`src/rtl/sd_spi_card_responder.sv`:
```
`default_nettype none
// ============================================================================
// Module      : sd_spi_card_responder
// Description : Card-side SD SPI-mode responder. Decodes 48-bit host
//               commands on mosi, answers with R1/R3/R7 on miso and streams
//               single-block reads (CMD17) fetched from an external byte
//               memory port. All logic runs on clk; spi_clk, cs and mosi are
//               oversampled through 2-flop synchronizers.
//               Optional macro SD_RESP_CRC_EN: checks CRC7 on CMD0/CMD8 and
//               sends a real CRC16-CCITT after the data block.
// Revision    : 1.0 - initial release
// ============================================================================
module sd_spi_card_responder #(
    parameter int          BLOCK_LEN         = 512,
    parameter int          NCR_BYTES         = 1,
    parameter int          ACMD41_BUSY_POLLS = 2,
    parameter logic [31:0] OCR_VAL           = 32'h40FF8000
) (
    input  logic                         clk,
    input  logic                         rst,
    input  logic                         spi_clk,
    input  logic                         cs,
    input  logic                         mosi,
    output logic                         miso,
    output logic                         data_rd_en,
    output logic [31:0]                  data_rd_addr,
    output logic [$clog2(BLOCK_LEN)-1:0] data_rd_idx,
    input  logic [7:0]                   data_rd_byte,
    output logic                         card_ready,
    output logic                         cmd_valid,
    output logic [5:0]                   cmd_index,
    output logic [31:0]                  cmd_arg
);

    localparam int                 c_idx_w    = $clog2(BLOCK_LEN);
    localparam logic [c_idx_w-1:0] c_last_idx = c_idx_w'(BLOCK_LEN - 1);
    localparam logic [3:0]         c_ncr      = 4'(NCR_BYTES);
    localparam logic [7:0]         c_polls    = 8'(ACMD41_BUSY_POLLS);

    // Card (initialization) state
    localparam logic [1:0] c_card_pwrup = 2'd0;
    localparam logic [1:0] c_card_idle  = 2'd1;
    localparam logic [1:0] c_card_ready = 2'd2;

    // Protocol (byte sequencing) state
    localparam logic [2:0] c_st_rx_cmd    = 3'd0;
    localparam logic [2:0] c_st_ncr       = 3'd1;
    localparam logic [2:0] c_st_resp      = 3'd2;
    localparam logic [2:0] c_st_data_wait = 3'd3;
    localparam logic [2:0] c_st_token     = 3'd4;
    localparam logic [2:0] c_st_data      = 3'd5;
    localparam logic [2:0] c_st_dcrc      = 3'd6;

    logic [2:0]  r_sclk_sync;
    logic [1:0]  r_cs_sync;
    logic [1:0]  r_mosi_sync;

    logic [2:0]  r_bit_cnt;
    logic [6:0]  r_rx_shift;
    logic [7:0]  r_tx_shift;
    logic [7:0]  r_tx_next;
    logic        r_load_pending;
    logic        r_cap;

    logic [1:0]  r_card_state;
    logic [2:0]  r_proto;
    logic [2:0]  r_frame_cnt;
    logic [5:0]  r_cmd_idx;
    logic [31:0] r_arg;
    logic        r_app_pending;
    logic [7:0]  r_poll_cnt;
    logic [3:0]  r_ncr_cnt;
    logic [39:0] r_resp;
    logic [2:0]  r_resp_left;
    logic        r_read;
    logic        r_dcrc_cnt;

    logic        w_sclk_rise;
    logic        w_sclk_fall;
    logic        w_cs_n;
    logic        w_mosi;
    logic [7:0]  w_rx_byte;
    logic        w_idle;
    logic        w_crc_ok;

    logic        w_answer;
    logic [39:0] w_resp;
    logic [2:0]  w_resp_extra;
    logic        w_read;
    logic [1:0]  w_next_card;
    logic        w_next_app;
    logic [7:0]  w_next_poll;

`ifdef SD_RESP_CRC_EN
    logic [15:0] r_crc16;

    function automatic logic [6:0] f_crc7(input logic [39:0] d);
        logic [6:0] c;
        logic       fb;
        c = 7'd0;
        for (int i = 39; i >= 0; i--) begin
            fb = c[6] ^ d[i];
            c  = {c[5:0], 1'b0};
            if (fb) c = c ^ 7'h09;
        end
        return c;
    endfunction

    function automatic logic [15:0] f_crc16_byte(input logic [15:0] crc, input logic [7:0] d);
        logic [15:0] c;
        logic        fb;
        c = crc;
        for (int i = 7; i >= 0; i--) begin
            fb = c[15] ^ d[i];
            c  = {c[14:0], 1'b0};
            if (fb) c = c ^ 16'h1021;
        end
        return c;
    endfunction

    assign w_crc_ok = (w_rx_byte[7:1] == f_crc7({2'b01, r_cmd_idx, r_arg}));
`else
    assign w_crc_ok = 1'b1;
`endif

    assign w_sclk_rise = r_sclk_sync[1] & ~r_sclk_sync[2];
    assign w_sclk_fall = ~r_sclk_sync[1] & r_sclk_sync[2];
    assign w_cs_n      = r_cs_sync[1];
    assign w_mosi      = r_mosi_sync[1];
    assign w_rx_byte   = {r_rx_shift, w_mosi};
    assign w_idle      = (r_card_state == c_card_idle);

    // Bring the host-side SPI signals into the clk domain
    always_ff @(posedge clk or posedge rst) begin
        if (rst) begin
            r_sclk_sync <= 3'b000;
            r_cs_sync   <= 2'b11;
            r_mosi_sync <= 2'b11;
        end else begin
            r_sclk_sync <= {r_sclk_sync[1:0], spi_clk};
            r_cs_sync   <= {r_cs_sync[0], cs};
            r_mosi_sync <= {r_mosi_sync[0], mosi};
        end
    end

    // Decide the answer to a completed frame from the current card state
    always_comb begin
        w_answer     = 1'b1;
        w_resp       = {8'h04 | {7'd0, w_idle}, 32'hFFFF_FFFF};
        w_resp_extra = 3'd0;
        w_read       = 1'b0;
        w_next_card  = r_card_state;
        w_next_app   = 1'b0;
        w_next_poll  = r_poll_cnt;
        if ((r_card_state == c_card_pwrup) && (r_cmd_idx != 6'd0)) begin
            w_answer = 1'b0;
        end else begin
            case (r_cmd_idx)
                6'd0: begin
                    if (w_crc_ok) begin
                        w_resp[39:32] = 8'h01;
                        w_next_card   = c_card_idle;
                        w_next_poll   = 8'd0;
                    end else begin
                        w_resp[39:32] = 8'h08 | {7'd0, w_idle};
                    end
                end
                6'd8: begin
                    if (w_crc_ok) begin
                        w_resp = {7'd0, w_idle, 16'h0000, 4'h0,
                                  (r_arg[11:8] == 4'h1) ? 4'h1 : 4'h0, r_arg[7:0]};
                        w_resp_extra = 3'd4;
                    end else begin
                        w_resp[39:32] = 8'h08 | {7'd0, w_idle};
                    end
                end
                6'd55: begin
                    w_resp[39:32] = {7'd0, w_idle};
                    w_next_app    = 1'b1;
                end
                6'd41: begin
                    if (r_app_pending) begin
                        if (r_poll_cnt < c_polls) begin
                            w_resp[39:32] = 8'h01;
                            w_next_poll   = r_poll_cnt + 8'd1;
                        end else begin
                            w_resp[39:32] = 8'h00;
                            w_next_card   = c_card_ready;
                        end
                    end
                end
                6'd58: begin
                    w_resp = {7'd0, w_idle, (r_card_state == c_card_ready), OCR_VAL[30:0]};
                    w_resp_extra = 3'd4;
                end
                6'd17: begin
                    if (r_card_state == c_card_ready) begin
                        w_resp[39:32] = 8'h00;
                        w_read        = 1'b1;
                    end else begin
                        w_resp[39:32] = 8'h05;
                    end
                end
                default: ;
            endcase
        end
    end

    // Bit/byte engine, protocol sequencing, card state and memory fetch
    always_ff @(posedge clk or posedge rst) begin
        if (rst) begin
            miso           <= 1'b1;
            data_rd_en     <= 1'b0;
            data_rd_addr   <= 32'd0;
            data_rd_idx    <= '0;
            card_ready     <= 1'b0;
            cmd_valid      <= 1'b0;
            cmd_index      <= 6'd0;
            cmd_arg        <= 32'd0;
            r_bit_cnt      <= 3'd0;
            r_rx_shift     <= 7'd0;
            r_tx_shift     <= 8'hFF;
            r_tx_next      <= 8'hFF;
            r_load_pending <= 1'b0;
            r_cap          <= 1'b0;
            r_card_state   <= c_card_pwrup;
            r_proto        <= c_st_rx_cmd;
            r_frame_cnt    <= 3'd0;
            r_cmd_idx      <= 6'd0;
            r_arg          <= 32'd0;
            r_app_pending  <= 1'b0;
            r_poll_cnt     <= 8'd0;
            r_ncr_cnt      <= 4'd0;
            r_resp         <= {40{1'b1}};
            r_resp_left    <= 3'd0;
            r_read         <= 1'b0;
            r_dcrc_cnt     <= 1'b0;
`ifdef SD_RESP_CRC_EN
            r_crc16        <= 16'h0000;
`endif
        end else begin
            cmd_valid  <= 1'b0;
            data_rd_en <= 1'b0;
            r_cap      <= data_rd_en;
            // Memory data arrives one clk after the strobe; it is the next byte to send
            if (r_cap) begin
                r_tx_next <= data_rd_byte;
`ifdef SD_RESP_CRC_EN
                r_crc16   <= f_crc16_byte(r_crc16, data_rd_byte);
`endif
            end
            if (w_cs_n) begin
                r_bit_cnt      <= 3'd0;
                miso           <= 1'b1;
                r_proto        <= c_st_rx_cmd;
                r_frame_cnt    <= 3'd0;
                r_load_pending <= 1'b0;
                r_tx_shift     <= 8'hFF;
                r_tx_next      <= 8'hFF;
                r_cap          <= 1'b0;
            end else begin
                if (w_sclk_fall) begin
                    if (r_load_pending) begin
                        r_tx_shift     <= r_tx_next;
                        miso           <= r_tx_next[7];
                        r_load_pending <= 1'b0;
                    end else begin
                        r_tx_shift <= {r_tx_shift[6:0], 1'b1};
                        miso       <= r_tx_shift[6];
                    end
                end
                if (w_sclk_rise) begin
                    r_rx_shift <= w_rx_byte[6:0];
                    r_bit_cnt  <= r_bit_cnt + 3'd1;
                    if (r_bit_cnt == 3'd7) begin
                        r_load_pending <= 1'b1;
                        case (r_proto)
                            c_st_rx_cmd: begin
                                r_tx_next <= 8'hFF;
                                if (r_frame_cnt == 3'd0) begin
                                    if (w_rx_byte[7:6] == 2'b01) begin
                                        r_cmd_idx   <= w_rx_byte[5:0];
                                        r_frame_cnt <= 3'd1;
                                    end
                                end else if (r_frame_cnt < 3'd5) begin
                                    r_arg       <= {r_arg[23:0], w_rx_byte};
                                    r_frame_cnt <= r_frame_cnt + 3'd1;
                                end else begin
                                    r_frame_cnt <= 3'd0;
                                    if (w_rx_byte[0] && w_answer) begin
                                        cmd_valid     <= 1'b1;
                                        cmd_index     <= r_cmd_idx;
                                        cmd_arg       <= r_arg;
                                        r_card_state  <= w_next_card;
                                        card_ready    <= (w_next_card == c_card_ready);
                                        r_app_pending <= w_next_app;
                                        r_poll_cnt    <= w_next_poll;
                                        r_resp        <= w_resp;
                                        r_resp_left   <= w_resp_extra;
                                        r_read        <= w_read;
                                        r_ncr_cnt     <= 4'd1;
                                        r_proto       <= c_st_ncr;
                                        if (w_read) data_rd_addr <= r_arg;
                                    end
                                end
                            end
                            c_st_ncr: begin
                                if (r_ncr_cnt == c_ncr) begin
                                    r_tx_next <= r_resp[39:32];
                                    r_resp    <= {r_resp[31:0], 8'hFF};
                                    r_proto   <= c_st_resp;
                                end else begin
                                    r_tx_next <= 8'hFF;
                                    r_ncr_cnt <= r_ncr_cnt + 4'd1;
                                end
                            end
                            c_st_resp: begin
                                if (r_resp_left != 3'd0) begin
                                    r_tx_next   <= r_resp[39:32];
                                    r_resp      <= {r_resp[31:0], 8'hFF};
                                    r_resp_left <= r_resp_left - 3'd1;
                                end else begin
                                    r_tx_next <= 8'hFF;
                                    r_proto   <= r_read ? c_st_data_wait : c_st_rx_cmd;
                                end
                            end
                            c_st_data_wait: begin
                                r_tx_next <= 8'hFE;
                                r_proto   <= c_st_token;
                            end
                            c_st_token: begin
                                // First data byte is fetched while the token's last bit is out
                                data_rd_en  <= 1'b1;
                                data_rd_idx <= '0;
                                r_proto     <= c_st_data;
`ifdef SD_RESP_CRC_EN
                                r_crc16     <= 16'h0000;
`endif
                            end
                            c_st_data: begin
                                if (data_rd_idx == c_last_idx) begin
`ifdef SD_RESP_CRC_EN
                                    r_tx_next <= r_crc16[15:8];
`else
                                    r_tx_next <= 8'hFF;
`endif
                                    r_dcrc_cnt <= 1'b0;
                                    r_proto    <= c_st_dcrc;
                                end else begin
                                    data_rd_en  <= 1'b1;
                                    data_rd_idx <= data_rd_idx + 1'b1;
                                end
                            end
                            c_st_dcrc: begin
                                if (!r_dcrc_cnt) begin
`ifdef SD_RESP_CRC_EN
                                    r_tx_next <= r_crc16[7:0];
`else
                                    r_tx_next <= 8'hFF;
`endif
                                    r_dcrc_cnt <= 1'b1;
                                end else begin
                                    r_tx_next <= 8'hFF;
                                    r_proto   <= c_st_rx_cmd;
                                end
                            end
                            default: begin
                                r_tx_next <= 8'hFF;
                                r_proto   <= c_st_rx_cmd;
                            end
                        endcase
                    end
                end
            end
        end
    end

endmodule
`default_nettype wire

```
`config.mk`:
```
export PLATFORM = sky130hd
export DESIGN_NAME = sd_spi_card_responder
export DESIGN_NICKNAME = d
export VERILOG_FILES = /design/src/rtl/sd_spi_card_responder.sv
export SDC_FILE = /design/constraint.sdc
export NUM_CORES = 1
export LEC_CHECK = 0
export BUFFER_PORTS_ARGS = -buffer_cell sky130_fd_sc_hd__buf_4
export CAP_MARGIN = 20
export CORE_ASPECT_RATIO = 0.5
export CORE_MARGIN = 2
export CORE_UTILIZATION = 50
export CTS_BUF_LIST = sky130_fd_sc_hd__clkbuf_16
export CTS_CLUSTER_DIAMETER = 120
export DETAILED_ROUTE_END_ITERATION = 8
export PLACE_DENSITY = 0.69
export SLEW_MARGIN = 20
export SYNTH_ARGS = -nofsm -noshare
export SYNTH_HDL_FRONTEND = slang
export SYNTH_SLANG_ARGS = --single-unit
```
`constraint.sdc`:
```
create_clock -name clk -period 10.6 [get_ports clk]
set_input_delay 1.59 -clock clk [delete_from_list [all_inputs] [get_ports clk]]
set_output_delay 1.59 -clock clk [all_outputs]
set_load 0.02 [all_outputs]
```
### Word-level counts from Yosys, hierarchy flattened

Cells that the tools add are included.

| operators by class | value |
|---|---|
| add/subtract/negate cells | 6 |
| magnitude comparators | 2 |
| equality and inequality tests | 37 |
| multiplexer cells | 94 |
| bitwise gates (word level) | 8 |
| reductions and logical operators | 33 |

Operators with widths:

| kind | count |
|---|---|
| 2-to-1 mux 40 bit | 6 |
| one-hot mux 40 bit (3 select lines) | 1 |
| 2-to-1 mux 8 bit | 10 |
| 2-to-1 mux 3 bit | 26 |
| one-hot mux 32 bit (2 select lines) | 1 |
| one-hot mux 8 bit (5 select lines) | 1 |
| one-hot mux 8 bit (4 select lines) | 1 |
| 2-to-1 mux 1 bit | 28 |
| AND reduction 8 bit | 3 |
| 2-to-1 mux 7 bit | 3 |
| inequality test 3 bit, second input constant | 7 |
| one-hot mux 3 bit (7 select lines) | 1 |
| inequality test 2 bit, second input constant | 10 |
| equality test 6 bit, second input constant | 3 |
| one-hot mux 9 bit (2 select lines) | 1 |
| AND reduction 9 bit | 2 |
| nonzero test 2 bit | 9 |
| 2-to-1 mux 4 bit | 4 |
| one-hot mux 8 bit (2 select lines) | 1 |
| equality test 3 bit, second input constant | 4 |
| AND reduction 6 bit | 2 |
| AND reduction 11 bit | 1 |
| AND reduction 5 bit | 2 |
| adder 9 x 1 -> 9 bit, second input constant | 1 |
| other kinds (34) | 52 |

| storage, ports and cells | value |
|---|---|
| bits in registers | 221 |
| logic and storage cells | 209 |

### Logic depth before layout (Yosys ltp)

| logic depth | value |
|---|---|
| depth after elaboration | 11 |
| mapped depth | 12 |

### Least setup slack after synthesis

Ideal clock, no wire load.

| timing | value |
|---|---|
| path kind | reg-to-reg |
| start point | reg data_rd_idx[0] |
| end point | reg r_tx_next[1] |
| arrival time | 2.800 ns |
| required time | 10.523 ns |
| path slack | 7.723 ns |
| stages on the path, launching flop included | 11 |
| period minus slack after synthesis | 2.877 ns |
| cells stage by stage | dfrtp_1 > ha_1 > and3_1 > and3_1 > and3_1 > ha_1 > a21o_1 > a2111oi_0 > o21ai_0 > a221o_1 > a21o_1 |

| between the ends | value |
|---|---|
| cells in the longest elaborated chain, start to end | 6 |

Ends and longest elaborated chain:

| element | line | source |
|---|---|---|
| start: declaration | 27 | `output logic [$clog2(BLOCK_LEN)-1:0] data_rd_idx,` |
| start signal: assignment | 351 | `data_rd_idx <= data_rd_idx + 1'b1;` |
| equality test 9 bit | 341 | `if (data_rd_idx == c_last_idx) begin` |
| 2-to-1 mux 8 bit | 341 |  |
| one-hot mux 8 bit (5 select lines) | 277 | `case (r_proto)` |
| 2-to-1 mux 8 bit | 275 | `if (r_bit_cnt == 3'd7) begin` |
| 2-to-1 mux 8 bit | 272 | `if (w_sclk_rise) begin` |
| 2-to-1 mux 8 bit | 252 | `if (w_cs_n) begin` |
| end signal: assignment | 247 | `r_tx_next <= data_rd_byte;` |
| end signal: assignment | 309 | `r_tx_next <= r_resp[39:32];` |
| end signal: assignment | 319 | `r_tx_next <= r_resp[39:32];` |
| end: declaration | 61 | `logic [7:0] r_tx_next;` |

No other way between the ends.
A chain may end at the register's enable or synchronous reset.

### Worst setup path after layout

| timing | value |
|---|---|
| start point | reg r_proto[1] |
| end point | reg data_rd_addr[31] |

| between the ends | value |
|---|---|
| cells in the longest elaborated chain, start to end | 2 |

Ends and longest elaborated chain:

| element | line | source |
|---|---|---|
| start: declaration | 66 | `logic [2:0] r_proto;` |
| start signal: assignment | 227 | `r_proto <= c_st_rx_cmd;` |
| start signal: assignment | 255 | `r_proto <= c_st_rx_cmd;` |
| start signal: assignment | 302 | `r_proto <= c_st_ncr;` |
| logical NOT 3 bit | 277 |  |
| AND reduction 8 bit (no source line) | -- |  |
| end signal: assignment | 303 | `if (w_read) data_rd_addr <= r_arg;` |
| end: declaration | 26 | `output logic [31:0] data_rd_addr,` |

No other way between the ends.

==> impl_results.md <==
- TritonCTS buffer count: 21
- Area enclosed by the die boundary: roughly 21000 um^2
- Vertical extent of the die: slightly above 100 um
- Syn Nets: 910
- Effective utilization at floorplan: 0.5107
- Via count: between 6000 and 7000
- Commonest cells after routing, fill and taps aside: dfrtp_1 (161), nand2_1 (157), buf_4 (100), mux2_2 (66), dfstp_2 (60)
- Total Negative Setup Slacks: 0 ps
- Post-Route Hold Slack: between 300 and 400 ps
- Worst max-slew margin expressed relative to the limit: 0.3297
- Layout cells sized above 1: 0.3003
- Cell area power density: between 100 and 150 nW/um^2
- Hold buffer count at cts: 0
- Vias per std cell: ~5.4
- Filler cell count: around 1600
- Category of the worst setup path launch point: register
- Estimated wirelength of the detail-placed design: 14200 um
- Wire length of the first global-routing pass: 35500 um
- Largest net degree at the start of global routing: between 100 and 150
- Number of buffers inserted by port buffering: 95
- Post-DRT Antenna Nets: 0
- Worst min path class: register to register
- Site row count: 36
- Net switching share of the total power: 0.2216
- Number of sinks driven by the clock tree: roughly 220
- Congestion Overflow GR: 0
- Placed cell count: 1206
- Clock tree root buffer cell: clkbuf_16
- Final Util: 0.5887
- Vias in the first global route: ~6700
- Worst voltage drop across the vdd grid: just under 100 uV
- Number of synthesized register bits: 221
- Area Overhead vs Synth: 15.26%
- Logic pwr share: 0.023
- Final Total Pwr: between 1.5 and 2 mW
- Cells along the critical path: nor3_1 -> nand2_1 -> or3_1 -> buf_4 -> clkinv_4 -> and3_2 -> mux2_2
- Hold Startpoint: r_mosi_sync[0]
- Worst-path clk slew: 70 ps
- Most used DFF post-synth: dfrtp_1
- Remaining design rule violation count: 0
- FFs w/ async S/R, synth: 1.000
- Number of buffers between clock root and the deepest sink: 3
- CP required: about 11000 ps
- Placer Congestion: roughly 0.83
- Number of DRC markers after the initial detailed-route iteration: about 420
- Sequential element share of the synthesized area: 0.5627
- Final #Nets: approximately 1000
- Placeable core region: between 15000 and 20000 um^2
- CTS H-tree lvls: 1
- Worst flop-to-flop path startpoint: r_proto[1]
- CP Max Fanout: between 40 and 50
- Max Freq: around 260 MHz
- Width of the die: about 200 um
- Max-capacitance violation count: 0
- WL per Instance: roughly 17 um
- Clock tree from TritonCTS: built
- Critical path data arrival time: approximately 4200 ps
- Placed inst area: 10820 um^2
- Clock share of power: 0.439
- Total GRT Usage: 0.2064
- Final setup violation count: 0
- Worst-Margin Slew: 1005 ps
- Setup skew after layout: between 15 and 20 ps
- Inserted Diodes: 0
- Final Hold Fails: 0
- Leading cell type in the layout, fill and taps excluded: dfrtp_1
- Routed wire length: around 21000 um
- Total I/O pin count: 96
- Number of iterations in the first detailed-routing pass: 5
- Unrepaired setup endpoints after global routing: no
- Synth Area per Inst: ~11 um^2
- Number of flops mapped to enable cells by yosys: 0
- Max-slew violation count: 0
- Number of instances in the synthesized netlist: 886
- Post-synthesis instance area: about 10000 um^2
- Result of the run: completed
- Startpoint-to-endpoint class of the critical path: register to register
- Post-layout min period: between 3000 and 4000 ps
- Clock latency on the worst-skew pair: 510 ps
- Final period utilization: 0.3585
- Antenna violations before repair: 0
- Design area: about 11000 um^2
- Worst path slowest cell: and3_2
- Critical path capture point type: register
- Post-Layout Cell Count: ~1200
- Yosys cell types: 67
- Critical path startpoint: r_proto[1]
- Int Power: between 1 and 1.5 mW
- Leak Pwr: between 5 and 6 nW
- Number of synthesis warnings: 0
- Buffers inserted by post-CTS timing repair: 0
- Post-CTS Resized: 0
- Longest individual stage delay on the worst path: a little over 900 ps
- Net switching power: 359.8 uW
- Worst setup slack before clock tree synthesis: between 6000 and 7000 ps
- Power share of the sequential group: 0.538
- Post-route worst setup slack: 6800 ps
==> power by group through the flow <==
stage	Clock [mW]	Combinational (mW)	Sequential (mW)
global placement	0	0.0374	0.887
CTS	0.727	0.0387	0.873
detailed placement	0	0.0383	0.888
floorplan	0	0.0282	0.880
finish	0.713	0.0370	0.874
global route	0.762	0.0428	0.875
==> kinds of logic after synthesis <==
logic type | after synthesis | synth area share
adders and majority gates | 11 | 0.01382
AOI/OAI and AO/OA | 141 | 0.09434
xor gates and xnor gates | 1 | 0.0008794
buffers and inverters | 89 | 0.04120
DFF | 221 | 0.5627
muxes | 133 | 0.1524
and+or+nand+nor | 290 | 0.1347
==> worst max-delay path, delay by kind of cell (launching register included) <==
family | cells | cell delay [ps]
multiplexers | 1 | 420
AND/OR/NAND/NOR | 4 | 1940
buffers and inverters | 2 | 630
flip-flops | 1 | 620
==> flip-flops by register name, indices dropped and copies added (netlist names), 4 cells and up <==
name          cells
r_arg            32
r_poll_cnt        8
r_rx_shift        7
r_tx_next         8
r_resp           40
data_rd_idx       9
r_ncr_cnt         4
data_rd_addr     32
r_cmd_idx         6
r_tx_shift        7
cmd_index         6
cmd_arg          32
==> worst paths after layout <==
check,endpoint,slack (ps),cells past startpoint
worst min register to register,r_mosi_sync[1],360,0
max in group asynchronous,data_rd_addr[4],7480,4
worst max register to register,data_rd_addr[31],6800,7
min in group asynchronous,r_resp_left[1],1180,2
worst max-delay path,data_rd_addr[31],6800,7
worst min-delay path,r_mosi_sync[1],360,0
==> Yosys cell counts (all sizes together) (5+ instances only) <==
cell    instances  area (um^2)
a21oi          31        158.9
o21ai          36        180.2
clkbuf         33        125.1
nand3          17        85.08
and3            9        56.30
a31oi           9        56.30
ha             11        137.6
nand2b         15        93.84
dfrtp         161         4029
mux2i          38        380.4
inv            42        157.7
buf            13        118.9
a21o           20        150.1
nand2         158        593.1
a221o           6        60.06
o211ai          5        37.54
nor2           41        153.9
dfstp          60         1577
nor3            5        25.02
or3             7        43.79
nor2b          11        68.82
and2            6        37.54
o31ai           5        37.54
mux2           95         1137
==> final cells by class <==
| cell class | count | area [um^2] | area share |
|---|---|---|---|
| timing repair buffer | 101 | 770.7 | 0.06713 |
| clock buffer | 23 | 575.6 | 0.05013 |
| inverter | 43 | 173.9 | 0.01515 |
| tap | 266 | 332.8 | 0.02899 |
| multi-input combinational | 576 | 3953 | 0.3443 |
| sequential | 221 | 5605 | 0.4882 |
| clock inverter | 15 | 70.07 | 0.006103 |
==> per-layer routing <==
metal,global-route usage,part of all wire
met4,0.03962,0.015
met3,0.04122,0.045
met2,0.3176,0.45
met5,0,0
met1,0.3058,0.49
(Power assumes the default switching activity.)
